$ cat config.mk
export PLATFORM = sky130hd
export DESIGN_NAME = alu_muldiv_flat
export DESIGN_NICKNAME = d
export VERILOG_FILES = /design/src/rtl/alu_muldiv_pkg.sv /design/src/rtl/alu_muldiv_if.sv /design/src/rtl/muldiv_iter.sv /design/src/rtl/alu_muldiv.sv /design/src/flat_wrapper.sv
export SDC_FILE = /design/constraint.sdc
export NUM_CORES = 1
export LEC_CHECK = 0
export BUFFER_PORTS_ARGS = -buffer_cell sky130_fd_sc_hd__buf_2
export CAP_MARGIN = 20
export CORE_MARGIN = 2
export CORE_UTILIZATION = 40
export CTS_BUF_LIST = sky130_fd_sc_hd__clkbuf_2 sky130_fd_sc_hd__clkbuf_4 sky130_fd_sc_hd__clkbuf_8
export DETAILED_ROUTE_END_ITERATION = 10
export MAX_ROUTING_LAYER = met4
export PLACE_DENSITY = 0.66
export SLEW_MARGIN = 20
export SYNTH_ARGS = -nofsm -noshare
export SYNTH_HDL_FRONTEND = slang
export SYNTH_SLANG_ARGS = --single-unit
export TNS_END_PERCENT = 1
$ cat constraint.sdc
create_clock -name clk -period 13.5 [get_ports clk]
set_input_delay 2.7 -clock clk [delete_from_list [all_inputs] [get_ports clk]]
set_output_delay 2.7 -clock clk [all_outputs]
set_load 0.005 [all_outputs]
$ cat src/rtl/alu_muldiv_pkg.sv
// Shared decode constants and multiply/divide FSM encoding for the EX-stage ALU.
package alu_muldiv_pkg;

  localparam logic [5:0] OP_RTYPE = 6'h00;
  localparam logic [5:0] OP_ADDI  = 6'h08;
  localparam logic [5:0] OP_ADDIU = 6'h09;
  localparam logic [5:0] OP_SLTI  = 6'h0A;
  localparam logic [5:0] OP_SLTIU = 6'h0B;
  localparam logic [5:0] OP_ANDI  = 6'h0C;
  localparam logic [5:0] OP_ORI   = 6'h0D;
  localparam logic [5:0] OP_XORI  = 6'h0E;
  localparam logic [5:0] OP_LW    = 6'h23;
  localparam logic [5:0] OP_SW    = 6'h2B;

  localparam logic [5:0] FUNCT_SLL   = 6'h00;
  localparam logic [5:0] FUNCT_SRL   = 6'h02;
  localparam logic [5:0] FUNCT_SRA   = 6'h03;
  localparam logic [5:0] FUNCT_SLLV  = 6'h04;
  localparam logic [5:0] FUNCT_SRLV  = 6'h06;
  localparam logic [5:0] FUNCT_SRAV  = 6'h07;
  localparam logic [5:0] FUNCT_MFHI  = 6'h10;
  localparam logic [5:0] FUNCT_MTHI  = 6'h11;
  localparam logic [5:0] FUNCT_MFLO  = 6'h12;
  localparam logic [5:0] FUNCT_MTLO  = 6'h13;
  localparam logic [5:0] FUNCT_MULT  = 6'h18;
  localparam logic [5:0] FUNCT_MULTU = 6'h19;
  localparam logic [5:0] FUNCT_DIV   = 6'h1A;
  localparam logic [5:0] FUNCT_DIVU  = 6'h1B;
  localparam logic [5:0] FUNCT_ADD   = 6'h20;
  localparam logic [5:0] FUNCT_ADDU  = 6'h21;
  localparam logic [5:0] FUNCT_SUB   = 6'h22;
  localparam logic [5:0] FUNCT_SUBU  = 6'h23;
  localparam logic [5:0] FUNCT_AND   = 6'h24;
  localparam logic [5:0] FUNCT_OR    = 6'h25;
  localparam logic [5:0] FUNCT_XOR   = 6'h26;
  localparam logic [5:0] FUNCT_NOR   = 6'h27;
  localparam logic [5:0] FUNCT_SLT   = 6'h2A;
  localparam logic [5:0] FUNCT_SLTU  = 6'h2B;

  typedef enum logic [1:0] {
    MdIdle,
    MdRun,
    MdFix
  } md_state_e;

endpackage

$ cat src/rtl/alu_muldiv_if.sv
// Issue/result bundle between the EX-stage control and the ALU.
interface alu_muldiv_if #(
  parameter int unsigned XLEN = 32
);
  logic            in_valid;
  logic [5:0]      opcode;
  logic [5:0]      funct;
  logic [4:0]      shamt_in;
  logic [XLEN-1:0] rrs;
  logic [XLEN-1:0] rrt_in;
  logic [15:0]     imm;
  logic            stall;
  logic            out_valid;
  logic [XLEN-1:0] rslt;
  logic            ovf;
  logic            illegal;
  logic            md_busy;

  modport master (
    output in_valid, opcode, funct, shamt_in, rrs, rrt_in, imm,
    input  stall, out_valid, rslt, ovf, illegal, md_busy
  );

  modport slave (
    input  in_valid, opcode, funct, shamt_in, rrs, rrt_in, imm,
    output stall, out_valid, rslt, ovf, illegal, md_busy
  );
endinterface

$ cat src/rtl/muldiv_iter.sv
// Iterative shift-add multiplier / restoring divider owning the HI/LO registers.
module muldiv_iter
  import alu_muldiv_pkg::*;
#(
  parameter int unsigned XLEN = 32,
  localparam int unsigned CW  = $clog2(XLEN)
) (
  input  logic            clk_i,
  input  logic            rst_i,
  input  logic            start_i,
  input  logic            is_div_i,
  input  logic            is_signed_i,
  input  logic [XLEN-1:0] op_a_i,
  input  logic [XLEN-1:0] op_b_i,
  input  logic            hi_we_i,
  input  logic            lo_we_i,
  input  logic [XLEN-1:0] wdata_i,
  output logic            busy_o,
  output logic [XLEN-1:0] hi_o,
  output logic [XLEN-1:0] lo_o
);

  localparam logic [CW-1:0] CntMax = CW'(XLEN - 1);

  md_state_e       state_q, state_d;
  logic [CW-1:0]   cnt_q, cnt_d;
  logic [XLEN-1:0] acc_q, acc_d;
  logic [XLEN-1:0] wk_q, wk_d;
  logic [XLEN-1:0] b_q, b_d;
  logic            div_q, div_d;
  logic            neg_q, neg_d;
  logic            rneg_q, rneg_d;
  logic            dz_q, dz_d;
  logic [XLEN-1:0] hi_q, hi_d;
  logic [XLEN-1:0] lo_q, lo_d;

  logic              a_neg, b_neg;
  logic [XLEN:0]     shifted, diff, sum;
  logic [2*XLEN-1:0] prod;

  always_comb begin
    state_d = state_q;
    cnt_d   = cnt_q;
    acc_d   = acc_q;
    wk_d    = wk_q;
    b_d     = b_q;
    div_d   = div_q;
    neg_d   = neg_q;
    rneg_d  = rneg_q;
    dz_d    = dz_q;
    hi_d    = hi_q;
    lo_d    = lo_q;
    a_neg   = is_signed_i & op_a_i[XLEN-1];
    b_neg   = is_signed_i & op_b_i[XLEN-1];
    shifted = {acc_q, wk_q[XLEN-1]};
    diff    = shifted - {1'b0, b_q};
    sum     = {1'b0, acc_q} + (wk_q[0] ? {1'b0, b_q} : '0);
    prod    = {acc_q, wk_q};

    if (hi_we_i) hi_d = wdata_i;
    if (lo_we_i) lo_d = wdata_i;

    unique case (state_q)
      MdIdle: begin
        if (start_i) begin
          state_d = MdRun;
          cnt_d   = '0;
          acc_d   = '0;
          // Iterate on magnitudes; signs are reapplied in MdFix.
          wk_d    = a_neg ? -op_a_i : op_a_i;
          b_d     = b_neg ? -op_b_i : op_b_i;
          div_d   = is_div_i;
          neg_d   = a_neg ^ b_neg;
          rneg_d  = a_neg;
          dz_d    = (op_b_i == '0);
        end
      end
      MdRun: begin
        if (div_q) begin
          if (!diff[XLEN]) begin
            acc_d = diff[XLEN-1:0];
            wk_d  = {wk_q[XLEN-2:0], 1'b1};
          end else begin
            acc_d = shifted[XLEN-1:0];
            wk_d  = {wk_q[XLEN-2:0], 1'b0};
          end
        end else begin
          acc_d = sum[XLEN:1];
          wk_d  = {sum[0], wk_q[XLEN-1:1]};
        end
        cnt_d = cnt_q + CW'(1);
        if (cnt_q == CntMax) begin
          state_d = MdFix;
          cnt_d   = '0;
        end
      end
      MdFix: begin
        state_d = MdIdle;
        if (div_q) begin
          // Divide-by-zero leaves the dividend magnitude in acc, which re-signs to the dividend.
          lo_d = dz_q ? '1 : (neg_q ? -wk_q : wk_q);
          hi_d = rneg_q ? -acc_q : acc_q;
        end else begin
          if (neg_q) prod = -prod;
          hi_d = prod[2*XLEN-1:XLEN];
          lo_d = prod[XLEN-1:0];
        end
      end
      default: state_d = MdIdle;
    endcase
  end

  always_ff @(posedge clk_i) begin
    if (rst_i) begin
      state_q <= MdIdle;
      cnt_q   <= '0;
      acc_q   <= '0;
      wk_q    <= '0;
      b_q     <= '0;
      div_q   <= 1'b0;
      neg_q   <= 1'b0;
      rneg_q  <= 1'b0;
      dz_q    <= 1'b0;
      hi_q    <= '0;
      lo_q    <= '0;
    end else begin
      state_q <= state_d;
      cnt_q   <= cnt_d;
      acc_q   <= acc_d;
      wk_q    <= wk_d;
      b_q     <= b_d;
      div_q   <= div_d;
      neg_q   <= neg_d;
      rneg_q  <= rneg_d;
      dz_q    <= dz_d;
      hi_q    <= hi_d;
      lo_q    <= lo_d;
    end
  end

  assign busy_o = (state_q != MdIdle);
  assign hi_o   = hi_q;
  assign lo_o   = lo_q;

endmodule

$ cat src/rtl/alu_muldiv.sv
// EX-stage integer ALU: decode, simple-op datapath, stall logic and the iterative mul/div unit.
module alu_muldiv
  import alu_muldiv_pkg::*;
#(
  parameter int unsigned XLEN = 32,
  parameter int unsigned SHW  = $clog2(XLEN)
) (
  input logic        clk,
  input logic        rst,
  alu_muldiv_if.slave bus
);

  logic            r_type, md_op, hilo_op, zext_op, accept;
  logic [XLEN-1:0] imm_sext, imm_zext, op_a, op_b, sum, diff;
  logic [SHW-1:0]  sh_amt;
  logic            add_ov, sub_ov, lt_s, lt_u;
  logic [XLEN-1:0] res;
  logic            res_ov, res_ill, res_prod;
  logic            md_busy;
  logic [XLEN-1:0] md_hi, md_lo;

  logic            out_valid_q, out_valid_d;
  logic [XLEN-1:0] rslt_q, rslt_d;
  logic            ovf_q, ovf_d;
  logic            illegal_q, illegal_d;

  always_comb begin
    r_type  = (bus.opcode == OP_RTYPE);
    md_op   = r_type & (bus.funct inside {FUNCT_MULT, FUNCT_MULTU, FUNCT_DIV, FUNCT_DIVU});
    hilo_op = r_type & (bus.funct inside {FUNCT_MFHI, FUNCT_MTHI, FUNCT_MFLO, FUNCT_MTLO});
    zext_op = bus.opcode inside {OP_ANDI, OP_ORI, OP_XORI};
  end

  // Only ops touching HI/LO or the iterative unit wait for it.
  assign bus.stall = bus.in_valid & md_busy & (md_op | hilo_op);
  assign accept    = bus.in_valid & ~bus.stall;

  assign imm_sext = XLEN'($signed(bus.imm));
  assign imm_zext = XLEN'(bus.imm);
  assign op_a     = bus.rrs;
  assign op_b     = r_type ? bus.rrt_in : (zext_op ? imm_zext : imm_sext);
  assign sh_amt   = bus.funct[2] ? bus.rrs[SHW-1:0] : SHW'(bus.shamt_in);
  assign sum      = op_a + op_b;
  assign diff     = op_a - op_b;
  assign add_ov   = (op_a[XLEN-1] == op_b[XLEN-1]) & (sum[XLEN-1] != op_a[XLEN-1]);
  assign sub_ov   = (op_a[XLEN-1] != op_b[XLEN-1]) & (diff[XLEN-1] != op_a[XLEN-1]);
  assign lt_s     = $signed(op_a) < $signed(op_b);
  assign lt_u     = op_a < op_b;

  always_comb begin
    res      = '0;
    res_ov   = 1'b0;
    res_ill  = 1'b0;
    res_prod = 1'b1;
    if (r_type) begin
      case (bus.funct)
        FUNCT_SLL, FUNCT_SLLV: res = op_b << sh_amt;
        FUNCT_SRL, FUNCT_SRLV: res = op_b >> sh_amt;
        FUNCT_SRA, FUNCT_SRAV: res = XLEN'($signed(op_b) >>> sh_amt);
        FUNCT_MFHI:            res = md_hi;
        FUNCT_MFLO:            res = md_lo;
        FUNCT_MTHI, FUNCT_MTLO, FUNCT_MULT, FUNCT_MULTU, FUNCT_DIV, FUNCT_DIVU: res_prod = 1'b0;
        FUNCT_ADD: begin
          res    = sum;
          res_ov = add_ov;
        end
        FUNCT_ADDU:            res = sum;
        FUNCT_SUB: begin
          res    = diff;
          res_ov = sub_ov;
        end
        FUNCT_SUBU:            res = diff;
        FUNCT_AND:             res = op_a & op_b;
        FUNCT_OR:              res = op_a | op_b;
        FUNCT_XOR:             res = op_a ^ op_b;
        FUNCT_NOR:             res = ~(op_a | op_b);
        FUNCT_SLT:             res = XLEN'(lt_s);
        FUNCT_SLTU:            res = XLEN'(lt_u);
        default:               res_ill = 1'b1;
      endcase
    end else begin
      case (bus.opcode)
        OP_ADDI: begin
          res    = sum;
          res_ov = add_ov;
        end
        OP_ADDIU, OP_LW, OP_SW: res = sum;
        OP_SLTI:                res = XLEN'(lt_s);
        OP_SLTIU:               res = XLEN'(lt_u);
        OP_ANDI:                res = op_a & op_b;
        OP_ORI:                 res = op_a | op_b;
        OP_XORI:                res = op_a ^ op_b;
        default:                res_ill = 1'b1;
      endcase
    end
  end

  always_comb begin
    out_valid_d = accept & res_prod;
    rslt_d      = (accept & res_prod) ? res : rslt_q;
    ovf_d       = accept & res_prod & res_ov;
    illegal_d   = accept & res_prod & res_ill;
  end

  always_ff @(posedge clk) begin
    if (rst) begin
      out_valid_q <= 1'b0;
      rslt_q      <= '0;
      ovf_q       <= 1'b0;
      illegal_q   <= 1'b0;
    end else begin
      out_valid_q <= out_valid_d;
      rslt_q      <= rslt_d;
      ovf_q       <= ovf_d;
      illegal_q   <= illegal_d;
    end
  end

  muldiv_iter #(
    .XLEN(XLEN)
  ) u_muldiv_iter (
    .clk_i      (clk),
    .rst_i      (rst),
    .start_i    (accept & md_op),
    .is_div_i   (bus.funct[1]),
    .is_signed_i(~bus.funct[0]),
    .op_a_i     (bus.rrs),
    .op_b_i     (bus.rrt_in),
    .hi_we_i    (accept & r_type & (bus.funct == FUNCT_MTHI)),
    .lo_we_i    (accept & r_type & (bus.funct == FUNCT_MTLO)),
    .wdata_i    (bus.rrs),
    .busy_o     (md_busy),
    .hi_o       (md_hi),
    .lo_o       (md_lo)
  );

  assign bus.out_valid = out_valid_q;
  assign bus.rslt      = rslt_q;
  assign bus.ovf       = ovf_q;
  assign bus.illegal   = illegal_q;
  assign bus.md_busy   = md_busy;

endmodule
$ cat src/flat_wrapper.sv
// flat-port wrapper written by rule: the top's interface ports become plain ports
module alu_muldiv_flat import alu_muldiv_pkg::*;
#(
  parameter int unsigned XLEN = 32,
  parameter int unsigned SHW  = $clog2(XLEN)
)
  (clk, rst, bus_in_valid, bus_opcode, bus_funct, bus_shamt_in, bus_rrs, bus_rrt_in, bus_imm, bus_stall, bus_out_valid, bus_rslt, bus_ovf, bus_illegal, bus_md_busy);
  alu_muldiv_if #(.XLEN(XLEN)) bus_i ();
  input logic clk;
  input logic rst;
  input wire logic [$bits(bus_i.in_valid)-1:0] bus_in_valid;
  input wire logic [$bits(bus_i.opcode)-1:0] bus_opcode;
  input wire logic [$bits(bus_i.funct)-1:0] bus_funct;
  input wire logic [$bits(bus_i.shamt_in)-1:0] bus_shamt_in;
  input wire logic [$bits(bus_i.rrs)-1:0] bus_rrs;
  input wire logic [$bits(bus_i.rrt_in)-1:0] bus_rrt_in;
  input wire logic [$bits(bus_i.imm)-1:0] bus_imm;
  output wire logic [$bits(bus_i.stall)-1:0] bus_stall;
  output wire logic [$bits(bus_i.out_valid)-1:0] bus_out_valid;
  output wire logic [$bits(bus_i.rslt)-1:0] bus_rslt;
  output wire logic [$bits(bus_i.ovf)-1:0] bus_ovf;
  output wire logic [$bits(bus_i.illegal)-1:0] bus_illegal;
  output wire logic [$bits(bus_i.md_busy)-1:0] bus_md_busy;
  assign bus_i.in_valid = bus_in_valid;
  assign bus_i.opcode = bus_opcode;
  assign bus_i.funct = bus_funct;
  assign bus_i.shamt_in = bus_shamt_in;
  assign bus_i.rrs = bus_rrs;
  assign bus_i.rrt_in = bus_rrt_in;
  assign bus_i.imm = bus_imm;
  assign bus_stall = bus_i.stall;
  assign bus_out_valid = bus_i.out_valid;
  assign bus_rslt = bus_i.rslt;
  assign bus_ovf = bus_i.ovf;
  assign bus_illegal = bus_i.illegal;
  assign bus_md_busy = bus_i.md_busy;
  alu_muldiv #(.XLEN(XLEN), .SHW(SHW)) u_core (.clk(clk), .rst(rst), .bus(bus_i));
endmodule
Word-level counts from Yosys, hierarchy flattened:

Index checks and enable logic that the tools add are counted.

* bitwise operators: 24
* multiplexer cells: 41
* shift operators: 3
* order comparisons: 2
* equality and inequality tests: 41
* add/sub/neg operators: 10
* reductions and logical operators: 23

Operators by type and width (number)
* two-way mux 32 bit: 20
* one-hot mux 32 bit (13 select lines): 1
* one-hot mux 32 bit (6 select lines): 1
* negator 32 bit: 4
* one-hot mux 32 bit (2 select lines): 2
* == test 6 bit (second input constant): 12
* < comparator 32 bit: 2
* two-way mux 64 bit: 1
* negator 64 bit: 1
* == test 6 x 5 -> 1 bit (second input constant): 8
* == test 6 x 4 -> 1 bit (second input constant): 7
* adder 32 x 32 -> 33 bit: 1
* subtractor 33 x 32 -> 33 bit: 1
* adder 32 bit: 1
* AND 32 bit: 1
* logical NOT 32 bit: 1
* NOT 32 bit: 1
* OR 32 bit: 1
* left shift 32 x 5 -> 32 bit: 1
* >> shifter 32 x 5 -> 32 bit: 1
* >>> shifter 32 x 5 -> 32 bit: 1
* subtractor 32 bit: 1
* XOR 32 bit: 1
* OR reduction 24 bit: 1
* other kinds (29): 72

* word-level logic and storage cells: 159
* register bits: 206
* bits of input ports: 100
* output and inout bits: 37

Depth between registers and ports, before layout:

Gate-level depths: netlist of the first run.

* word-level depth: 11
* depth in mapped cells: 22
* gate-level depth less buffers: 16

Modules after synthesis:

Synthesis of the first run repeated with hierarchy kept, for this count alone.

* cell total of the unflattened synthesis: 3906
* area, all modules: 27991.8 µm²

Modules (own cells, without submodules)
* alu_muldiv: times used 1, cells an instance 2117, area each 14013.4 µm², seq. area each 700.7 µm²
* muldiv_iter: times used 1, cells an instance 1789, area each 13978.4 µm², seq. area each 3423.3 µm²

Worst setup path after synthesis of the first run:

No wires, ideal clock.

* kind: input port to flip-flop
* from: input bus_opcode[0]
* to: register u_core.rslt_q[26] (netlist: u_core.bus.rslt[26])
* setup slack: 6655 ps
* library setup time: 125 ps
* stages on the path: 21
* required time: 13375 ps
* arrival time: 6720 ps
* buffers on the path: 5
* cell sequence: nor4_4 nand2_1 buf_2 buf_2 clkbuf_1 and2_1 clkbuf_1 clkbuf_1 nor2_1 inv_1 ha_1 a21oi_1 a21oi_1 o2111ai_1 a21boi_0 nor3_1 o21ai_1 a211o_1 and4_1 o31ai_1 a31oi_1

* word-level cells in the longest chain between the ends: 8
* elaborated cells between the ends (all ways): 34
* those cells by class: add/sub: 2; eq/ne: 9; shift: 3; mux: 6; bitwise: 11; reduce/logical: 3

Ends and longest elaborated chain
* from (decl): line flat_wrapper.sv:12 `input wire logic [$bits(bus_i.opcode)-1:0] bus_opcode;`
* branches (longest 8 deep; another with subtractor 32 bit)
* to (signal assigned): line alu_muldiv.sv:113 `rslt_q <= rslt_d;`
* to (decl): line alu_muldiv.sv:23 `logic [XLEN-1:0] rslt_q, rslt_d;`

Several ways; the timed one is not identified.
A chain may end at the register's enable or synchronous reset.

Worst setup path in the final report of the first run:

* from: input bus_opcode[0]
* to: output bus_stall

* word-level cells in the longest chain between the ends: 4
* elaborated cells between the ends (all ways): 5
* those cells by class: bitwise: 4; reduce/logical: 1

Ends and longest elaborated chain
* logical NOT 6 bit (*): line alu_muldiv.sv:28 `r_type = (bus.opcode == OP_RTYPE);`
* AND 1 bit, on equally long branches: line alu_muldiv.sv:29, alu_muldiv.sv:30
* OR 1 bit (*): line alu_muldiv.sv:35 `assign bus.stall = bus.in_valid & md_busy & (md_op | hilo_op);`
* AND 1 bit (*): line alu_muldiv.sv:35
* to (decl): line flat_wrapper.sv:18 `output wire logic [$bits(bus_i.stall)-1:0] bus_stall;`

Mark *: on every way between the ends. The rest lies on a longest branch, timed or not.

==> out/qor.txt, run 1 <==
Final Wtd Congestion: 1.07
mux cell area share after synthesis: 0.137
Pre-antenna DRT Iters: 6
maximum number of pins on one net before global-route repair: 92
launch point of the critical path: bus_opcode[0]
Post-CTS Setup Bufs: 0
number of buffer cells added on primary ports: 136
Arrival @ worst endpoint: 5.32 ns
Synth area leaders: sky130_fd_sc_hd__dfxtp_1, sky130_fd_sc_hd__mux2i_1, sky130_fd_sc_hd__ha_1, sky130_fd_sc_hd__nor2_1, sky130_fd_sc_hd__a211oi_1
core outline area: 0.0673 mm²
end point of the most critical hold path: u_core.u_muldiv_iter.b_q[22]
total clock buffers created by CTS: 42
yosys synthesis warning count: 0
Boundary Pins: 137
count of unresolved DRC violations after routing: 0
combinational family with the most area after synthesis: compound AO/OA/AOI/OAI gates
Starting DRT DRC Count: 4849
part of the cycle the worst path needs: 0.594
r2r worst-path depth: 15
aggregate global routing overflow: 0
critical path, cell by cell: buf_2 -> buf_4 -> or4_1 -> buf_4 -> nor2_4 -> buf_4 -> nand3_1 -> nor2b_1 -> buf_2
worst setup slack after placement: 5.18 ns
number of cells upsized or downsized after cts: 0
Vias: 31300
global-route usage over all layers: 0.395
predominant post-synthesis flop cell: sky130_fd_sc_hd__dfxtp_1
sum of buffers and inverters on the critical path: 5
chip width: 265 µm
sink count of the clock tree: 206
worst setup skew after layout: 0.0367 ns
cell area after synthesis: 0.0272 mm²
CTS tree: yes
Critical-path top delay cell: sky130_fd_sc_hd__or4_1
final critical-path setup slack: 5.48 ns
kind of end point of the critical path: output port
via count of the first global-routing pass: 28800
type of the worst setup path: input pin to output port
leakage power summed over all cells: 11.8 nW
cell type contributing the most total cell area after synthesis: sky130_fd_sc_hd__dfxtp_1
H-tree depth: 2
Max-slew headroom: 0.223
clock edge transition at the registers on the reported setup and hold paths: 0.06 ns
register bit total from synthesis: 206
Compound-Gate Fraction of Synth Area: 0.302
die boundary height: 265 µm
starting density of the core: 0.405
global-route wire length before repair: 201000 µm
cell at the root of the clock tree: sky130_fd_sc_hd__clkbuf_8
Reg2Reg Setup Slack: 8.63 ns
Cells on Worst Hold Path: 2
worst voltage drop across the vdd grid: 0.0994 mV
source of the worst register-to-register timing path: u_core.u_muldiv_iter.wk_q[31]
number of nets in the layout: 3931
Setup TNS Final: 0 ns
clock period minus worst slack: 8.02 ns
number of flops mapped to enable cells by yosys: 0
area of all placed cells without fillers: 0.0293 mm²
post-detailed-placement cell area: 0.0284 mm²
antenna violations before repair: 10
proportion of netlist area held by the largest area contributor: 0.152
worst-margin pin slew: 1.17 ns
commonest cells in the synthesized netlist: sky130_fd_sc_hd__nor2_1, sky130_fd_sc_hd__nand2_1, sky130_fd_sc_hd__mux2i_1
reg2reg end: u_core.u_muldiv_iter.acc_q[29]
number of instances in the synthesized netlist: 3723
critical path data required time: 10.80 ns
total power: 2.07 mW
most common cell type on the critical path: sky130_fd_sc_hd__buf_4
highest fanout seen on the critical path: 39
maximum clock insertion buffer count: 3
synthesized netlist net count: 3993
fmax: 0.125 GHz
post-route ant nets: 0
routed wire length: 140000 µm
areal power density over the cells: 70.7 mW/mm²
mean number of vias per cell: 6.85
number of placed instances, taps included: 4490
run status: finished, final reports clean
setup repair after global routing missed its margin: false
class of the tightest hold or removal check: flop to flop
number of failing hold endpoints at the final stage: 0
async set or reset register ratio after synthesis: 0
Fill cells: 7091
hold path start: u_core.u_muldiv_iter.b_q[22]
simple-gate share of the synthesized area: 0.190
startpoint types: input pin
fraction of the mapped netlist area in adder cells: 0.0793
number of setup violations in the final report: 0
cell row count: 95
max cap viols: 0
latest clock arrival within the worst-skew pair: 0.65 ns
synthesis-to-layout area growth: 7.56%
number of hold-repair buffers added at the cts stage: 0
routed length per instance: 30.6 µm
area of the die: 0.0701 mm²
average cell area after synthesis: 7.31 µm²
share of the yosys chip area belonging to registers: 0.152
share of final-layout standard cells stronger than drive strength 1: 0.102
final slew viol count: 0
half-perimeter wire length after detailed placement: 105000 µm
most frequent cell after synthesis: sky130_fd_sc_hd__nor2_1
number of different library cells in the post-synthesis netlist: 104
non-filler cells in the finished layout: 4571
Largest stage delay, worst path: 0.59 ns
CP delay by family, top: simple AND/OR/NAND/NOR gates
xor/xnor cell area share of the yosys netlist: 0.0721
## power breakdown
group          switching (mW)  leakage (nW)  internal [mW]
Clock                   0.339         0.464          0.392
Sequential            0.00558          1.66          0.614
Combinational           0.498          9.66          0.222
## logic make-up after synthesis
logic type / count (synthesis)
AO/OA/AOI/OAI: 1198
AND/OR/NAND/NOR: 1111
buffers and inverters: 458
multiplexers: 356
XOR/XNOR: 224
flip-flops: 206
adder cells (fa/ha/maj): 170
## worst max path at each step
stage	slack [ns]	end	cells past startpoint
final	5.48	bus_stall	9
after detailed placement	5.18	u_core.bus.rslt[0]	17
after global routing	5.31	u_core.bus.rslt[0]	17
after global placement	5.23	u_core.bus.rslt[0]	17
after floorplan	6.65	u_core.bus.rslt[26]	21
after CTS	5.60	bus_stall	9
## cell type report
type | instances | area (µm²) | share of cell area
Antenna cell | 8 | 20.0 | 0.000684
Clock buffer | 61 | 777 | 0.0265
Clock inverter | 12 | 110 | 0.00376
Inverter | 150 | 563 | 0.0192
Multi-Input combinational cell | 3059 | 21400 | 0.731
Sequential cell | 206 | 4130 | 0.141
Tap cell | 873 | 1090 | 0.0373
Timing Repair Buffer | 202 | 1180 | 0.0404
## stage by stage
step | hold WS, ns | util
after CTS | 0.453 | 0.435
final | 0.451 | 0.435
after floorplan | 0.432 | -
after global placement | 0.442 | 0.422
after detailed placement | 0.446 | 0.422
after global routing | 0.489 | 0.435
## state kept, by name (all words and copies together) (netlist names)
signal and cells:
u_core.u_muldiv_iter.acc_q 32, u_core.bus.rslt 32, u_core.u_muldiv_iter.b_q 32, u_core.u_muldiv_iter.rneg_q 1
u_core.u_muldiv_iter.state_q 2, u_core.u_muldiv_iter.hi_o 32, u_core.u_muldiv_iter.div_q 1, u_core.u_muldiv_iter.cnt_q 5
u_core.u_muldiv_iter.dz_q 1, u_core.bus.ovf 1, u_core.u_muldiv_iter.wk_q 32, u_core.u_muldiv_iter.lo_o 32
u_core.bus.out_valid 1, u_core.u_muldiv_iter.neg_q 1, u_core.bus.illegal 1
## metal layers
metal | up-vias | part of all wire | track usage
met5 | - | 0 | -
met4 | 0 | 0.062 | 0.201
met3 | 399 | 0.11 | 0.0761
met2 | 1935 | 0.41 | 0.562
met1 | 15200 | 0.42 | 0.529
li1 | 13700 | - | -
## worst min-delay path: stages (launching register included)
cell and delay, ns:
sky130_fd_sc_hd__dfxtp_1 0.31, sky130_fd_sc_hd__nand2_1 0.05, sky130_fd_sc_hd__a21oi_1 0.05
## placed cells by master (no fill, tap or decap), types with 15 or more instances in the layout
| cell type | netlist | routed |
|---|---|---|
| sky130_fd_sc_hd__nor2_1 | 399 | 397 |
| sky130_fd_sc_hd__o22ai_1 | 59 | 59 |
| sky130_fd_sc_hd__a21oi_1 | 256 | 255 |
| sky130_fd_sc_hd__a31oi_1 | 33 | 33 |
| sky130_fd_sc_hd__o21ai_1 | 17 | 17 |
| sky130_fd_sc_hd__inv_1 | 147 | 147 |
| sky130_fd_sc_hd__o211ai_1 | 34 | 34 |
| sky130_fd_sc_hd__buf_2 | 45 | 135 |
| sky130_fd_sc_hd__xor2_1 | 91 | 90 |
| sky130_fd_sc_hd__ha_1 | 166 | 166 |
| sky130_fd_sc_hd__xnor2_1 | 133 | 133 |
| sky130_fd_sc_hd__mux2_2 | 18 | 18 |
| sky130_fd_sc_hd__clkbuf_8 | 1 | 51 |
| sky130_fd_sc_hd__o41ai_1 | 17 | 17 |
| sky130_fd_sc_hd__a22o_1 | 15 | 15 |
| sky130_fd_sc_hd__o21bai_1 | 17 | 17 |
| sky130_fd_sc_hd__mux2i_1 | 325 | 322 |
| sky130_fd_sc_hd__or4_1 | 21 | 21 |
| sky130_fd_sc_hd__a211oi_1 | 181 | 181 |
| sky130_fd_sc_hd__nand2b_1 | 32 | 31 |
| sky130_fd_sc_hd__a22oi_1 | 54 | 54 |
| sky130_fd_sc_hd__o21ai_0 | 180 | 180 |
| sky130_fd_sc_hd__nand2_1 | 327 | 326 |
| sky130_fd_sc_hd__nor2b_1 | 23 | 22 |
| sky130_fd_sc_hd__a221oi_1 | 79 | 79 |
| sky130_fd_sc_hd__nand4_1 | 28 | 28 |
| sky130_fd_sc_hd__nand3_1 | 75 | 75 |
| sky130_fd_sc_hd__buf_4 | 11 | 66 |
| sky130_fd_sc_hd__a21o_1 | 31 | 31 |
| sky130_fd_sc_hd__o31ai_1 | 40 | 40 |
| sky130_fd_sc_hd__o21a_1 | 22 | 22 |
| sky130_fd_sc_hd__dfxtp_1 | 206 | 205 |
| sky130_fd_sc_hd__nor4_1 | 21 | 21 |
| sky130_fd_sc_hd__nor3_1 | 70 | 65 |
| sky130_fd_sc_hd__or3_1 | 30 | 29 |
| sky130_fd_sc_hd__and2_1 | 18 | 18 |
Power figures use the tool's default switching activity.
==> inputs of run 2 (changes only) <==
Settings changed: PLACE_DENSITY 0.66 to 0.68.
Clock period 13.5 ns to 7 ns, I/O delays scaled along.
==> run 2 against run 1 <==
Effect of this change: count of clock-buffer cells in the layout shrank 2; combinational power rose by 99%; sequential power up 92%; power increased by 97%; first-iteration DRC count hardly changed; clock skew decreased by 0.015 ns; sequential share of layout area down 0.17 points; wire length rose by 1.4%; non-clock buffer count increased by 37; critical path type is now input pin to flop; critical endpoint is now u_core.bus.rslt[0].
==> out/qor.txt, run 2 (synthesis results as in run 1) <==
run status: finished, final reports clean
setup repair after global routing missed its margin: false
total power: 4.08 mW
area of the die: 0.0701 mm²
Clk pwr share: 0.356
chip width: 265 µm
via count of the first global-routing pass: 28500
count of unresolved DRC violations after routing: 0
maximum clock insertion buffer count: 3
share of final-layout standard cells stronger than drive strength 1: 0.110
maximum number of pins on one net before global-route repair: 91
clock edge transition at the registers on the reported setup and hold paths: 0.07 ns
latest clock arrival within the worst-skew pair: 0.65 ns
max cap viols: 0
areal power density over the cells: 138 mW/mm²
Starting DRT DRC Count: 4847
number of placed instances, taps included: 4527
H-tree depth: 2
kind of end point of the critical path: flop
number of failing hold endpoints at the final stage: 0
mean number of vias per cell: 6.82
fmax: 0.173 GHz
power share of the sequential group: 0.293
most common cell after layout, fill and taps aside: sky130_fd_sc_hd__nor2_1
commonest non-fill, non-tap cells in the layout: sky130_fd_sc_hd__nor2_1, sky130_fd_sc_hd__nand2_1, sky130_fd_sc_hd__mux2i_1, sky130_fd_sc_hd__a21oi_1, sky130_fd_sc_hd__dfxtp_1
cell at the root of the clock tree: sky130_fd_sc_hd__clkbuf_8
Pre-antenna DRT Iters: 7
number of nets in the layout: 3969
smallest hold slack: 0.489 ns
CTS tree: yes
number of hold-repair buffers added at the cts stage: 0
Internal Pwr Total: 2.42 mW
half-perimeter wire length after detailed placement: 109000 µm
total clock buffers created by CTS: 43
synthesis-to-layout area growth: 8.88%
type of the worst setup path: input pin to flop
worst-margin pin slew: 1.16 ns
worst voltage drop across the vdd grid: 0.178 mV
Max-slew headroom: 0.225
part of the cycle the worst path needs: 0.825
sink count of the clock tree: 206
Arrival @ worst endpoint: 6.35 ns
startpoint types: input pin
number of setup violations in the final report: 0
critical path data required time: 7.58 ns
worst setup skew after layout: 0.0216 ns
area of all placed cells without fillers: 0.0296 mm²
number of buffer cells added on primary ports: 136
Final Wtd Congestion: 1.10
Post-CTS Setup Bufs: 0
aggregate global routing overflow: 0
highest fanout seen on the critical path: 43
post-detailed-placement cell area: 0.0287 mm²
cell row count: 95
Sw Share: 0.406
Vias: 31500
Setup TNS Final: 0 ns
number of cells upsized or downsized after cts: 0
leakage power summed over all cells: 12.0 nW
final slew viol count: 0
global-route wire length before repair: 202000 µm
Boundary Pins: 137
post-route ant nets: 0
switching power: 1.66 mW
combinational share of power: 0.351
routed length per instance: 30.7 µm
die boundary height: 265 µm
starting density of the core: 0.405
non-filler cells in the finished layout: 4614
antenna violations before repair: 19
class of the tightest hold or removal check: flop to flop
clock period minus worst slack: 5.77 ns
global-route usage over all layers: 0.400
routed wire length: 142000 µm
core outline area: 0.0673 mm²
## run 2: layout make-up
type | instances | area (µm²)
Fill cell | 7112 | 37600
Multi-Input combinational cell | 3059 | 21400
Sequential cell | 206 | 4130
Timing Repair Buffer | 239 | 1510
Tap cell | 873 | 1090
Clock buffer | 59 | 774
Inverter | 150 | 563
Clock inverter | 12 | 131
Antenna cell | 16 | 40.0
## run 2: final timing paths
| check | cells after the start | startpoint | end | slack (ns) |
|---|---|---|---|---|
| max | 14 | bus_opcode[1] | u_core.bus.rslt[0] | 1.23 |
| min | 2 | u_core.bus.rslt[24] | u_core.bus.rslt[24] | 0.49 |
| max reg2reg | 15 | u_core.u_muldiv_iter.wk_q[31] | u_core.u_muldiv_iter.acc_q[29] | 2.13 |
| min reg2reg | 2 | u_core.bus.rslt[24] | u_core.bus.rslt[24] | 0.49 |
## run 2: worst max-delay path: stages
cell and delay (ns):
sky130_fd_sc_hd__buf_2 0.16, sky130_fd_sc_hd__nor4_4 0.45, sky130_fd_sc_hd__nand2_2 0.28, sky130_fd_sc_hd__buf_4 0.40
sky130_fd_sc_hd__mux2i_1 0.44, sky130_fd_sc_hd__ha_1 0.42, sky130_fd_sc_hd__o31ai_1 0.19, sky130_fd_sc_hd__a221oi_1 0.74
sky130_fd_sc_hd__a21oi_1 0.21, sky130_fd_sc_hd__o32ai_1 0.73, sky130_fd_sc_hd__a21oi_1 0.27, sky130_fd_sc_hd__a211oi_1 0.31
sky130_fd_sc_hd__o21ai_1 0.08, sky130_fd_sc_hd__a211oi_1 0.23
## run 2: metrics by stage
step                      utilization  setup WS (ns)
final                           0.440           1.23
after global routing            0.440          0.945
after CTS                       0.440           1.45
after detailed placement        0.426          0.767
after global placement          0.426          0.792
after floorplan                     -           1.45
## run 2: layer usage
layer,vias up,part of all wire,global-route usage
li1,13800,-,-
met1,15200,0.41,0.531
met2,2078,0.41,0.560
met3,412,0.11,0.0756
met4,0,0.070,0.235
met5,-,0,-
## run 2: power by group through the flow
stage | combinational, mW | sequential [mW] | clock (mW)
floorplan | 0.849 | 1.21 | 0
global placement | 1.37 | 1.22 | 0
detailed placement | 1.36 | 1.22 | 0
CTS | 1.36 | 1.19 | 1.46
global route | 1.48 | 1.19 | 1.51
finish | 1.43 | 1.19 | 1.45
